==> config.mk <==
export PLATFORM = sky130hd
export DESIGN_NAME = otter_ex_operand_stage
export DESIGN_NICKNAME = d
export VERILOG_FILES = /design/src/rtl/otter_pkg.sv /design/src/rtl/otter_fwd_mux.sv /design/src/rtl/otter_ex_operand_stage.sv
export SDC_FILE = /design/constraint.sdc
export NUM_CORES = 1
export LEC_CHECK = 0
export BUFFER_PORTS_ARGS = -buffer_cell sky130_fd_sc_hd__buf_2
export CAP_MARGIN = 20
export CORE_MARGIN = 3
export CORE_UTILIZATION = 25
export DETAILED_ROUTE_END_ITERATION = 10
export PLACE_DENSITY = 0.55
export SLEW_MARGIN = 20
export SYNTH_ARGS = -nofsm -noshare
export SYNTH_HDL_FRONTEND = slang
export SYNTH_SLANG_ARGS = --single-unit
==> constraint.sdc <==
create_clock -name CLK -period 4.79 [get_ports CLK]
set_input_delay 0.2395 -clock CLK [delete_from_list [all_inputs] [get_ports CLK]]
set_output_delay 0.2395 -clock CLK [all_outputs]
set_load 0.02 [all_outputs]
==> src/rtl/otter_pkg.sv <==
// Shared types and constants for the Otter EX operand stage: ALU function codes,
// operand-select encodings and the bubble values loaded into the ID/EX register.
package otter_pkg;

  localparam int XLEN   = 32;
  localparam int REG_AW = 5;

  localparam logic [3:0] ALU_ADD     = 4'b0000;
  localparam logic [3:0] ALU_SUB     = 4'b1000;
  localparam logic [3:0] ALU_OR      = 4'b0110;
  localparam logic [3:0] ALU_AND     = 4'b0111;
  localparam logic [3:0] ALU_XOR     = 4'b0100;
  localparam logic [3:0] ALU_SRL     = 4'b0101;
  localparam logic [3:0] ALU_SLL     = 4'b0001;
  localparam logic [3:0] ALU_SRA     = 4'b1101;
  localparam logic [3:0] ALU_SLT     = 4'b0010;
  localparam logic [3:0] ALU_SLTU    = 4'b0011;
  localparam logic [3:0] ALU_LUICOPY = 4'b1001;

  typedef enum logic [1:0] {
    SRCA_RS1  = 2'd0,
    SRCA_UIMM = 2'd1,
    SRCA_PC   = 2'd2,
    SRCA_ZERO = 2'd3
  } srcA_sel_t;

  // Codes 5-7 are left unnamed on purpose; the operand mux turns them into zero.
  typedef enum logic [2:0] {
    SRCB_RS2  = 3'd0,
    SRCB_IIMM = 3'd1,
    SRCB_SIMM = 3'd2,
    SRCB_PC   = 3'd3,
    SRCB_FOUR = 3'd4
  } srcB_sel_t;

  localparam logic [3:0] BUBBLE_ALU_FUN = ALU_ADD;
  localparam logic       BUBBLE_VALID   = 1'b0;

  function automatic logic addr_hits(input logic [REG_AW-1:0] rd,
                                     input logic [REG_AW-1:0] rs1,
                                     input logic [REG_AW-1:0] rs2);
    return (rd != '0) && ((rd == rs1) || (rd == rs2));
  endfunction

endpackage

==> src/rtl/otter_fwd_mux.sv <==
// Resolves one source operand against the EX/MEM and MEM/WB write ports.
// The MEM stage holds the youngest result, so it beats WB; x0 is never forwarded.
module otter_fwd_mux #(
  parameter int XLEN   = 32,
  parameter int REG_AW = 5
) (
  input  logic [REG_AW-1:0] addr_i,
  input  logic [XLEN-1:0]   regdata_i,
  input  logic              mem_we_i,
  input  logic [REG_AW-1:0] mem_rd_i,
  input  logic [XLEN-1:0]   mem_data_i,
  input  logic              wb_we_i,
  input  logic [REG_AW-1:0] wb_rd_i,
  input  logic [XLEN-1:0]   wb_data_i,
  output logic [XLEN-1:0]   fwd_data_o
);
  import otter_pkg::*;

  always_comb begin
    fwd_data_o = regdata_i;
    if (addr_i != '0) begin
      if (mem_we_i && (mem_rd_i == addr_i)) begin
        fwd_data_o = mem_data_i;
      end else if (wb_we_i && (wb_rd_i == addr_i)) begin
        fwd_data_o = wb_data_i;
      end
    end
  end

endmodule

==> src/rtl/otter_ex_operand_stage.sv <==
// ID/EX pipeline register plus the forwarding and operand-select front end of the ALU.
// Also spots load-use hazards, stalling decode for one cycle while a bubble enters EX.
module otter_ex_operand_stage #(
  parameter int XLEN   = 32,
  parameter int REG_AW = 5
) (
  input  logic              CLK,
  input  logic              RST,
  input  logic              id_valid,
  input  logic [XLEN-1:0]   id_pc,
  input  logic [REG_AW-1:0] id_rs1_addr,
  input  logic [REG_AW-1:0] id_rs2_addr,
  input  logic [XLEN-1:0]   id_rs1_data,
  input  logic [XLEN-1:0]   id_rs2_data,
  input  logic [XLEN-1:0]   id_imm_u,
  input  logic [XLEN-1:0]   id_imm_i,
  input  logic [XLEN-1:0]   id_imm_s,
  input  logic [1:0]        id_srcA_sel,
  input  logic [2:0]        id_srcB_sel,
  input  logic [3:0]        id_alu_fun,
  input  logic [REG_AW-1:0] id_rd_addr,
  input  logic              id_reg_we,
  input  logic              id_mem_rd,
  input  logic              flush,
  input  logic              mem_fwd_we,
  input  logic [REG_AW-1:0] mem_fwd_rd,
  input  logic [XLEN-1:0]   mem_fwd_data,
  input  logic              wb_fwd_we,
  input  logic [REG_AW-1:0] wb_fwd_rd,
  input  logic [XLEN-1:0]   wb_fwd_data,
  output logic              id_stall,
  output logic              ex_valid,
  output logic [XLEN-1:0]   ALU_srcA,
  output logic [XLEN-1:0]   ALU_srcB,
  output logic [3:0]        ALU_FUN,
  output logic [XLEN-1:0]   ex_rs2_fwd,
  output logic [REG_AW-1:0] ex_rd_addr,
  output logic              ex_reg_we,
  output logic              ex_mem_rd,
  output logic [XLEN-1:0]   ex_pc
);
  import otter_pkg::*;

  logic              valid_q,    valid_d;
  logic [XLEN-1:0]   pc_q,       pc_d;
  logic [REG_AW-1:0] rs1_addr_q, rs1_addr_d;
  logic [REG_AW-1:0] rs2_addr_q, rs2_addr_d;
  logic [XLEN-1:0]   rs1_data_q, rs1_data_d;
  logic [XLEN-1:0]   rs2_data_q, rs2_data_d;
  logic [XLEN-1:0]   imm_u_q,    imm_u_d;
  logic [XLEN-1:0]   imm_i_q,    imm_i_d;
  logic [XLEN-1:0]   imm_s_q,    imm_s_d;
  srcA_sel_t         srcA_sel_q, srcA_sel_d;
  logic [2:0]        srcB_sel_q, srcB_sel_d;
  logic [3:0]        alu_fun_q,  alu_fun_d;
  logic [REG_AW-1:0] rd_q,       rd_d;
  logic              reg_we_q,   reg_we_d;
  logic              mem_rd_q,   mem_rd_d;

  logic              hazard;
  logic [XLEN-1:0]   rs1_fwd;
  logic [XLEN-1:0]   rs2_fwd;

  assign hazard   = valid_q & mem_rd_q & id_valid & addr_hits(rd_q, id_rs1_addr, id_rs2_addr);
  // A flush discards the dependent instruction anyway, so it must not also hold decode.
  assign id_stall = hazard & ~flush & ~RST;

  always_comb begin
    valid_d    = id_valid;
    pc_d       = id_pc;
    rs1_addr_d = id_rs1_addr;
    rs2_addr_d = id_rs2_addr;
    rs1_data_d = id_rs1_data;
    rs2_data_d = id_rs2_data;
    imm_u_d    = id_imm_u;
    imm_i_d    = id_imm_i;
    imm_s_d    = id_imm_s;
    srcA_sel_d = srcA_sel_t'(id_srcA_sel);
    srcB_sel_d = id_srcB_sel;
    alu_fun_d  = id_alu_fun;
    rd_d       = id_rd_addr;
    reg_we_d   = id_reg_we & id_valid;
    mem_rd_d   = id_mem_rd & id_valid;
    if (flush || hazard) begin
      valid_d    = BUBBLE_VALID;
      pc_d       = '0;
      rs1_addr_d = '0;
      rs2_addr_d = '0;
      rs1_data_d = '0;
      rs2_data_d = '0;
      imm_u_d    = '0;
      imm_i_d    = '0;
      imm_s_d    = '0;
      srcA_sel_d = SRCA_RS1;
      srcB_sel_d = SRCB_RS2;
      alu_fun_d  = BUBBLE_ALU_FUN;
      rd_d       = '0;
      reg_we_d   = 1'b0;
      mem_rd_d   = 1'b0;
    end
  end

  always_ff @(posedge CLK) begin
    if (RST) begin
      valid_q    <= BUBBLE_VALID;
      pc_q       <= '0;
      rs1_addr_q <= '0;
      rs2_addr_q <= '0;
      rs1_data_q <= '0;
      rs2_data_q <= '0;
      imm_u_q    <= '0;
      imm_i_q    <= '0;
      imm_s_q    <= '0;
      srcA_sel_q <= SRCA_RS1;
      srcB_sel_q <= SRCB_RS2;
      alu_fun_q  <= BUBBLE_ALU_FUN;
      rd_q       <= '0;
      reg_we_q   <= 1'b0;
      mem_rd_q   <= 1'b0;
    end else begin
      valid_q    <= valid_d;
      pc_q       <= pc_d;
      rs1_addr_q <= rs1_addr_d;
      rs2_addr_q <= rs2_addr_d;
      rs1_data_q <= rs1_data_d;
      rs2_data_q <= rs2_data_d;
      imm_u_q    <= imm_u_d;
      imm_i_q    <= imm_i_d;
      imm_s_q    <= imm_s_d;
      srcA_sel_q <= srcA_sel_d;
      srcB_sel_q <= srcB_sel_d;
      alu_fun_q  <= alu_fun_d;
      rd_q       <= rd_d;
      reg_we_q   <= reg_we_d;
      mem_rd_q   <= mem_rd_d;
    end
  end

  otter_fwd_mux #(.XLEN(XLEN), .REG_AW(REG_AW)) u_fwd_rs1 (
    .addr_i     (rs1_addr_q),
    .regdata_i  (rs1_data_q),
    .mem_we_i   (mem_fwd_we),
    .mem_rd_i   (mem_fwd_rd),
    .mem_data_i (mem_fwd_data),
    .wb_we_i    (wb_fwd_we),
    .wb_rd_i    (wb_fwd_rd),
    .wb_data_i  (wb_fwd_data),
    .fwd_data_o (rs1_fwd)
  );

  otter_fwd_mux #(.XLEN(XLEN), .REG_AW(REG_AW)) u_fwd_rs2 (
    .addr_i     (rs2_addr_q),
    .regdata_i  (rs2_data_q),
    .mem_we_i   (mem_fwd_we),
    .mem_rd_i   (mem_fwd_rd),
    .mem_data_i (mem_fwd_data),
    .wb_we_i    (wb_fwd_we),
    .wb_rd_i    (wb_fwd_rd),
    .wb_data_i  (wb_fwd_data),
    .fwd_data_o (rs2_fwd)
  );

  always_comb begin
    ALU_srcA = '0;
    case (srcA_sel_q)
      SRCA_RS1:  ALU_srcA = rs1_fwd;
      SRCA_UIMM: ALU_srcA = imm_u_q;
      SRCA_PC:   ALU_srcA = pc_q;
      default:   ALU_srcA = '0;
    endcase
  end

  always_comb begin
    ALU_srcB = '0;
    case (srcB_sel_q)
      SRCB_RS2:  ALU_srcB = rs2_fwd;
      SRCB_IIMM: ALU_srcB = imm_i_q;
      SRCB_SIMM: ALU_srcB = imm_s_q;
      SRCB_PC:   ALU_srcB = pc_q;
      SRCB_FOUR: ALU_srcB = XLEN'(4);
      default:   ALU_srcB = '0;
    endcase
  end

  assign ex_valid   = valid_q;
  assign ALU_FUN    = alu_fun_q;
  assign ex_rs2_fwd = rs2_fwd;
  assign ex_rd_addr = rd_q;
  assign ex_reg_we  = reg_we_q & valid_q;
  assign ex_mem_rd  = mem_rd_q & valid_q;
  assign ex_pc      = pc_q;

endmodule

Word level (Yosys, flattened, before mapping)
Index checks and enable logic that the tools add are counted.
{"block": "totals", "latch_bits": 0, "input_bits": 298, "mem_bits_rw": 0, "output_inout_bits": 141, "reg_bits": 219, "rom_bits": 0, "memories": 0}
{"block": "classes", "eq_ne": 12, "addsub": 0, "n_shift": 0, "bitwise_logic": 10, "n_mul": 0, "magnitude_cmp": 0, "mux": 8, "n_reduce_logical": 13, "div": 0}
{"op": "2-to-1 mux 32 bit", "n": 6}
{"op": "one-hot mux 32 bit (5 select lines)", "n": 1}
{"op": "one-hot mux 32 bit (3 select lines)", "n": 1}
{"op": "== test 5 bit", "n": 6}
{"op": "nonzero test 5 bit", "n": 3}
{"op": "AND 1 bit", "n": 8}
{"op": "== test 3 x 2 -> 1 bit, second input constant", "n": 2}
{"op": "logical AND 1 bit", "n": 5}
{"op": "== test 3 x 1 -> 1 bit, second input constant", "n": 1}
{"op": "== test 3 bit, second input constant", "n": 1}
{"op": "zero test 3 bit", "n": 1}
{"op": "== test 2 x 1 -> 1 bit, second input constant", "n": 1}
{"op": "== test 2 bit, second input constant", "n": 1}
{"op": "zero test 2 bit", "n": 1}
{"op": "logical OR 1 bit", "n": 2}
{"op": "NOT 1 bit", "n": 2}
{"op": "OR reduction 2 bit", "n": 1}

Logic depth before layout (Yosys ltp)
{"block": "depth", "word_depth": 6, "mapped_depth": 8}

By module
From an unflattened synthesis, not the netlist that was laid out.
{"block": "hier_totals", "hier_cells": 1171, "hier_area_um2": 10861.7}
{"module": "otter_ex_operand_stage", "n_inst": 1, "area_per_inst_um2": 9017.4, "cells_each": 975, "seq_area_each_um2": 4384.2}
{"module": "otter_fwd_mux", "n_inst": 2, "area_per_inst_um2": 922.1, "cells_each": 98, "seq_area_each_um2": 0.0}

Least setup slack after synthesis
OpenSTA, ideal clock, no wires.
{"block": "synth_timing", "path_kind": "reg-to-output", "start": "reg rs1_addr_q[2]", "end": "out ALU_srcA[10]", "path_buffers": 2, "setup_slack_ns": 2.355, "path_stages_with_launch": 8, "required_time_ns": 4.550, "arrival_ns": 2.195, "cell_sequence": "dfxtp_1 > xor2_1 > nor4_1 > a2bb2o_1 > clkbuf_1 > buf_2 > a21oi_1 > o31ai_1"}
{"block": "synth_between", "elab_chain_cells": 6, "word_cells_on_any_way": 9}
{"item": "from (decl)", "line_no": "otter_ex_operand_stage.sv:46", "text": "logic [REG_AW-1:0] rs1_addr_q, rs1_addr_d;"}
{"item": "from (signal assigned)", "line_no": "otter_ex_operand_stage.sv:123", "text": "rs1_addr_q <= rs1_addr_d;"}
{"item": "== test 5 bit", "line_no": "otter_fwd_mux.sv:24", "text": "end else if (wb_we_i && (wb_rd_i == addr_i)) begin"}
{"item": "logical AND 1 bit", "line_no": "otter_fwd_mux.sv:24"}
{"item": "2-to-1 mux 32 bit", "line_no": "otter_fwd_mux.sv:24"}
{"item": "2-to-1 mux 32 bit", "line_no": "otter_fwd_mux.sv:22", "text": "if (mem_we_i && (mem_rd_i == addr_i)) begin"}
{"item": "2-to-1 mux 32 bit (*)", "line_no": "otter_fwd_mux.sv:21", "text": "if (addr_i != '0) begin"}
{"item": "one-hot mux 32 bit (3 select lines) (*)", "line_no": "otter_ex_operand_stage.sv:165", "text": "case (srcA_sel_q)"}
{"item": "to (decl)", "line_no": "otter_ex_operand_stage.sv:33", "text": "output logic [XLEN-1:0] ALU_srcA,"}
Every way passes the cells marked *; elsewhere a longest branch is shown, timed or not.

Worst setup path in the final report
{"block": "layout_timing", "start": "reg rs1_addr_q[0]", "end": "out ALU_srcA[15]"}
Same word-level chain as after synthesis.

==> impl_metrics.py <==
metrics = {
    "status": {
        "status": "finished clean",
    },
    "power_and_ir_drop": {
        "swShare": 0.2786,
        "leakagePower_nw": 6.794,
        "power_density_mw_per_mm2": 305.0,
        "combPwrFrac": 0.171,
        "peakVddDrop_mv": 0.1849,
        "p_sw_mw": 1.320,
        "p_clk_frac": 0.418,
        "p_seq_frac": 0.411,
        "intPower_mw": 3.418,
    },
    "place": {
        "dp_hpwl_um": 34490,
        "place_ws_ns": 1.463,
        "portBuffers": 438,
        "globalplace.congestion": 0.9714,
        "dpl.cell_count": 1900,
    },
    "grt": {
        "grt_usage": 0.2218,
        "grt_max_degree": 140,
        "antenna_found_initial": 7,
        "grt_pass1_wl_um": 70020,
        "grt_pass1_vias": 10934,
        "grt.overflow.total": 0,
    },
    "critical_path": {
        "endpoint_kind": "output pin",
        "critical_path.slowest_cell": "a2bb2o_2",
        "cpPeakStageDelay_ns": 0.90,
        "cp-start-kind": "flop",
        "arrival_ns": 3.58,
        "worstSetupPathType": "flop to output pin",
        "crit_chain": "xnor2_1 > and2_1 > a2bb2o_2 > a21oi_1 > o31ai_1 > buf_2",
        "cp.required_ns": 4.55,
        "cp_max_fo": 32,
    },
    "layout": {
        "nNetsFinal": 1929,
        "multi_input_area_mm2": 0.004986,
        "drive_gt1_frac": 0.3333,
        "register_area_mm2": 0.004387,
        "fill_cells": 3842,
        "area_growth_pct": 57.82,
        "instances_no_fill": 2173,
    },
    "sta": {
        "maxSlewViolCount": 0,
        "relSlewSlack": 0.2660,
        "min_period_ns": 3.818,
        "fin_ws_ns": 0.9716,
        "rsz0062_at_grt": "no",
        "fmax_ghz": 0.2619,
        "finalCritPeriodShare": 0.7972,
        "setup_violations": 0,
        "final-hold-violation-count": 0,
        "fin_worst_hold_slack_ns": 0.4095,
        "tns_ns": 0,
        "skew_ns": 0.03451,
        "worst_slew_pin_slew_ns": 1.101,
    },
    "detailed_routing": {
        "vias": 10600,
        "wirelength_um": 48610,
        "drtIter0Drc": 806,
        "drc": 0,
        "ant_nets": 0,
        "wl_per_cell_um": 22.37,
        "viasPerCell": 4.878,
        "drtPass1Iterations": 6,
    },
    "floorplanning": {
        "fp-row-count": 72,
        "die_x_um": 204.4,
        "num_io_pins": 439,
        "die_y_um": 204.4,
        "die_area_mm2": 0.04179,
        "core_mm2": 0.03874,
        "start_util": 0.2541,
    },
    "clock_network": {
        "post_cts_buffers": 0,
        "clkTransAtPathRegs_ns": 0.06,
        "cts_num_sinks": 219,
        "tritoncts": "built",
        "clk-insertion-delay-late_ns": 0.56,
        "htreeDepth": 1,
        "cts_root_buf": "clkbuf_16",
        "cts_max_path_buffers": 3,
        "cts_buffers": 26,
    },
    "synthesis": {
        "ys_seq_area_frac": 0.4454,
        "synth_nets": 1334,
        "synthDistinctLibCells": 41,
        "synth_edf_count": 0,
        "ys_warn_count": 0,
        "ys_ff_latch": 219,
        "synth-async-reset-ratio": 0,
        "syn-mean-instance-area_um2": 9.501,
        "synth_top_flop_cell": "dfxtp_1",
        "syn_area_mm2": 0.009843,
        "syn_inst": 1036,
    },
    "flow_run": {
        "maxCapViolations": 0,
    },
    "min_path": {
        "hp-class": "primary input to flop",
    },
}
-- metal layers --
| layer | global-route usage | up-vias | share of wire |
|---|---|---|---|
| li1 | - | 4964 | - |
| met1 | 0.3043 | 5059 | 0.45 |
| met2 | 0.3528 | 476 | 0.46 |
| met3 | 0.03217 | 99 | 0.061 |
| met4 | 0.08454 | 2 | 0.037 |
| met5 | 0 | - | 0.00027 |
-- cell families (layout without fill, tap and decap cells) --
family                    count (synthesis)  count (layout)  synth area share
buffers and inverters                   139             753           0.05669
muxes                                    32              32           0.03661
AOI/OAI and AO/OA                       327             327            0.2516
and+or+nand+nor                         289             289            0.1830
other                                     0               5                 0
xor gates and xnor gates                 30              30           0.02669
DFF                                     219             219            0.4454
-- Yosys cell counts (3+ instances only) --
master,n,area [um2]
buf_2,5,25.02
clkbuf_1,95,356.6
nor2b_1,3,18.77
nand2_1,6,22.52
nor2_1,6,22.52
o22ai_1,33,206.5
xor2_1,8,70.07
nand3_1,3,15.01
buf_6,4,45.04
a22oi_1,64,480.5
a21oi_1,65,325.3
o2111ai_1,33,289.0
inv_1,32,120.1
mux2_2,32,360.4
and2_1,221,1383
o31ai_1,32,240.2
a221o_1,31,310.3
or3_1,33,206.5
buf_1,3,11.26
dfxtp_1,219,4384
xnor2_1,22,192.7
o2bb2ai_1,31,271.5
and3_1,3,18.77
a2bb2oi_1,31,271.5
-- power by group through the flow --
stage,clock network (mW),registers (mW),logic (mW)
floorplan,0,1.98,0.337
global placement,0,1.99,0.655
detailed placement,0,1.99,0.657
CTS,2.04,1.95,0.803
global route,2.11,1.95,0.866
finish,1.98,1.95,0.809
-- cells in the final DEF, fill, tap and decap left out, types with 26 or more instances in the layout --
cell | Yosys | final
dfxtp_1 | 219 | 217
mux2_2 | 32 | 32
dlygate4sd3_1 | 0 | 221
a21oi_1 | 65 | 64
o31ai_1 | 32 | 32
inv_1 | 32 | 32
and2_1 | 221 | 221
buf_2 | 5 | 438
or3_1 | 33 | 33
a22oi_1 | 64 | 64
a2bb2oi_1 | 31 | 31
a221o_1 | 31 | 31
clkbuf_16 | 0 | 26
o2111ai_1 | 33 | 32
o22ai_1 | 33 | 33
o2bb2ai_1 | 31 | 31
-- path summary, 6_finish.rpt --
check,startpoint,endpoint,slack (ns),cells after the start
worst min-delay path,id_imm_u[10],imm_u_q[10],0.41,3
worst min register to register,mem_rd_q,ex_rd_addr[4],1.30,5
worst max register to register,ex_rd_addr[1],reg_we_q,2.10,6
worst max-delay path,rs1_addr_q[0],ALU_srcA[15],0.97,6
-- what timing repair did --
item                      CTS  global route
gates resized for setup     0             0
hold endpoints to repair  219             0
hold buffers              221             0
-- through the flow --
step	instance area, um2	power, mW	util
after CTS	15520	4.784	0.4006
after global routing	15530	4.924	0.4010
after floorplan	9843	2.314	-
final	15530	4.738	0.4010
after global placement	12450	2.642	0.3213
after detailed placement	12450	2.642	0.3213
-- registers in the layout, indices dropped and copies added, names as in the netlist, 2 cells and up --
register	cells
rs1_addr_q	5
ex_rd_addr	5
ALU_FUN	4
srcB_sel_q	3
rs2_data_q	32
ex_pc	32
rs1_data_q	32
imm_s_q	32
srcA_sel_q	2
rs2_addr_q	5
imm_u_q	32
imm_i_q	32
-- final cells by class --
cell class	instances	area share
clock buffer	33	0.04744
sequential	219	0.2824
inverter	32	0.007732
multi-input combinational	678	0.3210
antenna	5	0.0008054
clock inverter	14	0.007974
tap	518	0.04172
timing repair buffer	674	0.2910
-- critical path: cells and delay by family (launching register included) --
kind                      cells  cell delay (ns)
AOI/OAI and AO/OA             3             1.45
and+or+nand+nor               1             0.79
DFF                           1             0.40
xor gates and xnor gates      1             0.13
buffers and inverters         1             0.25
Note: power is estimated with default switching activity, not from simulation.
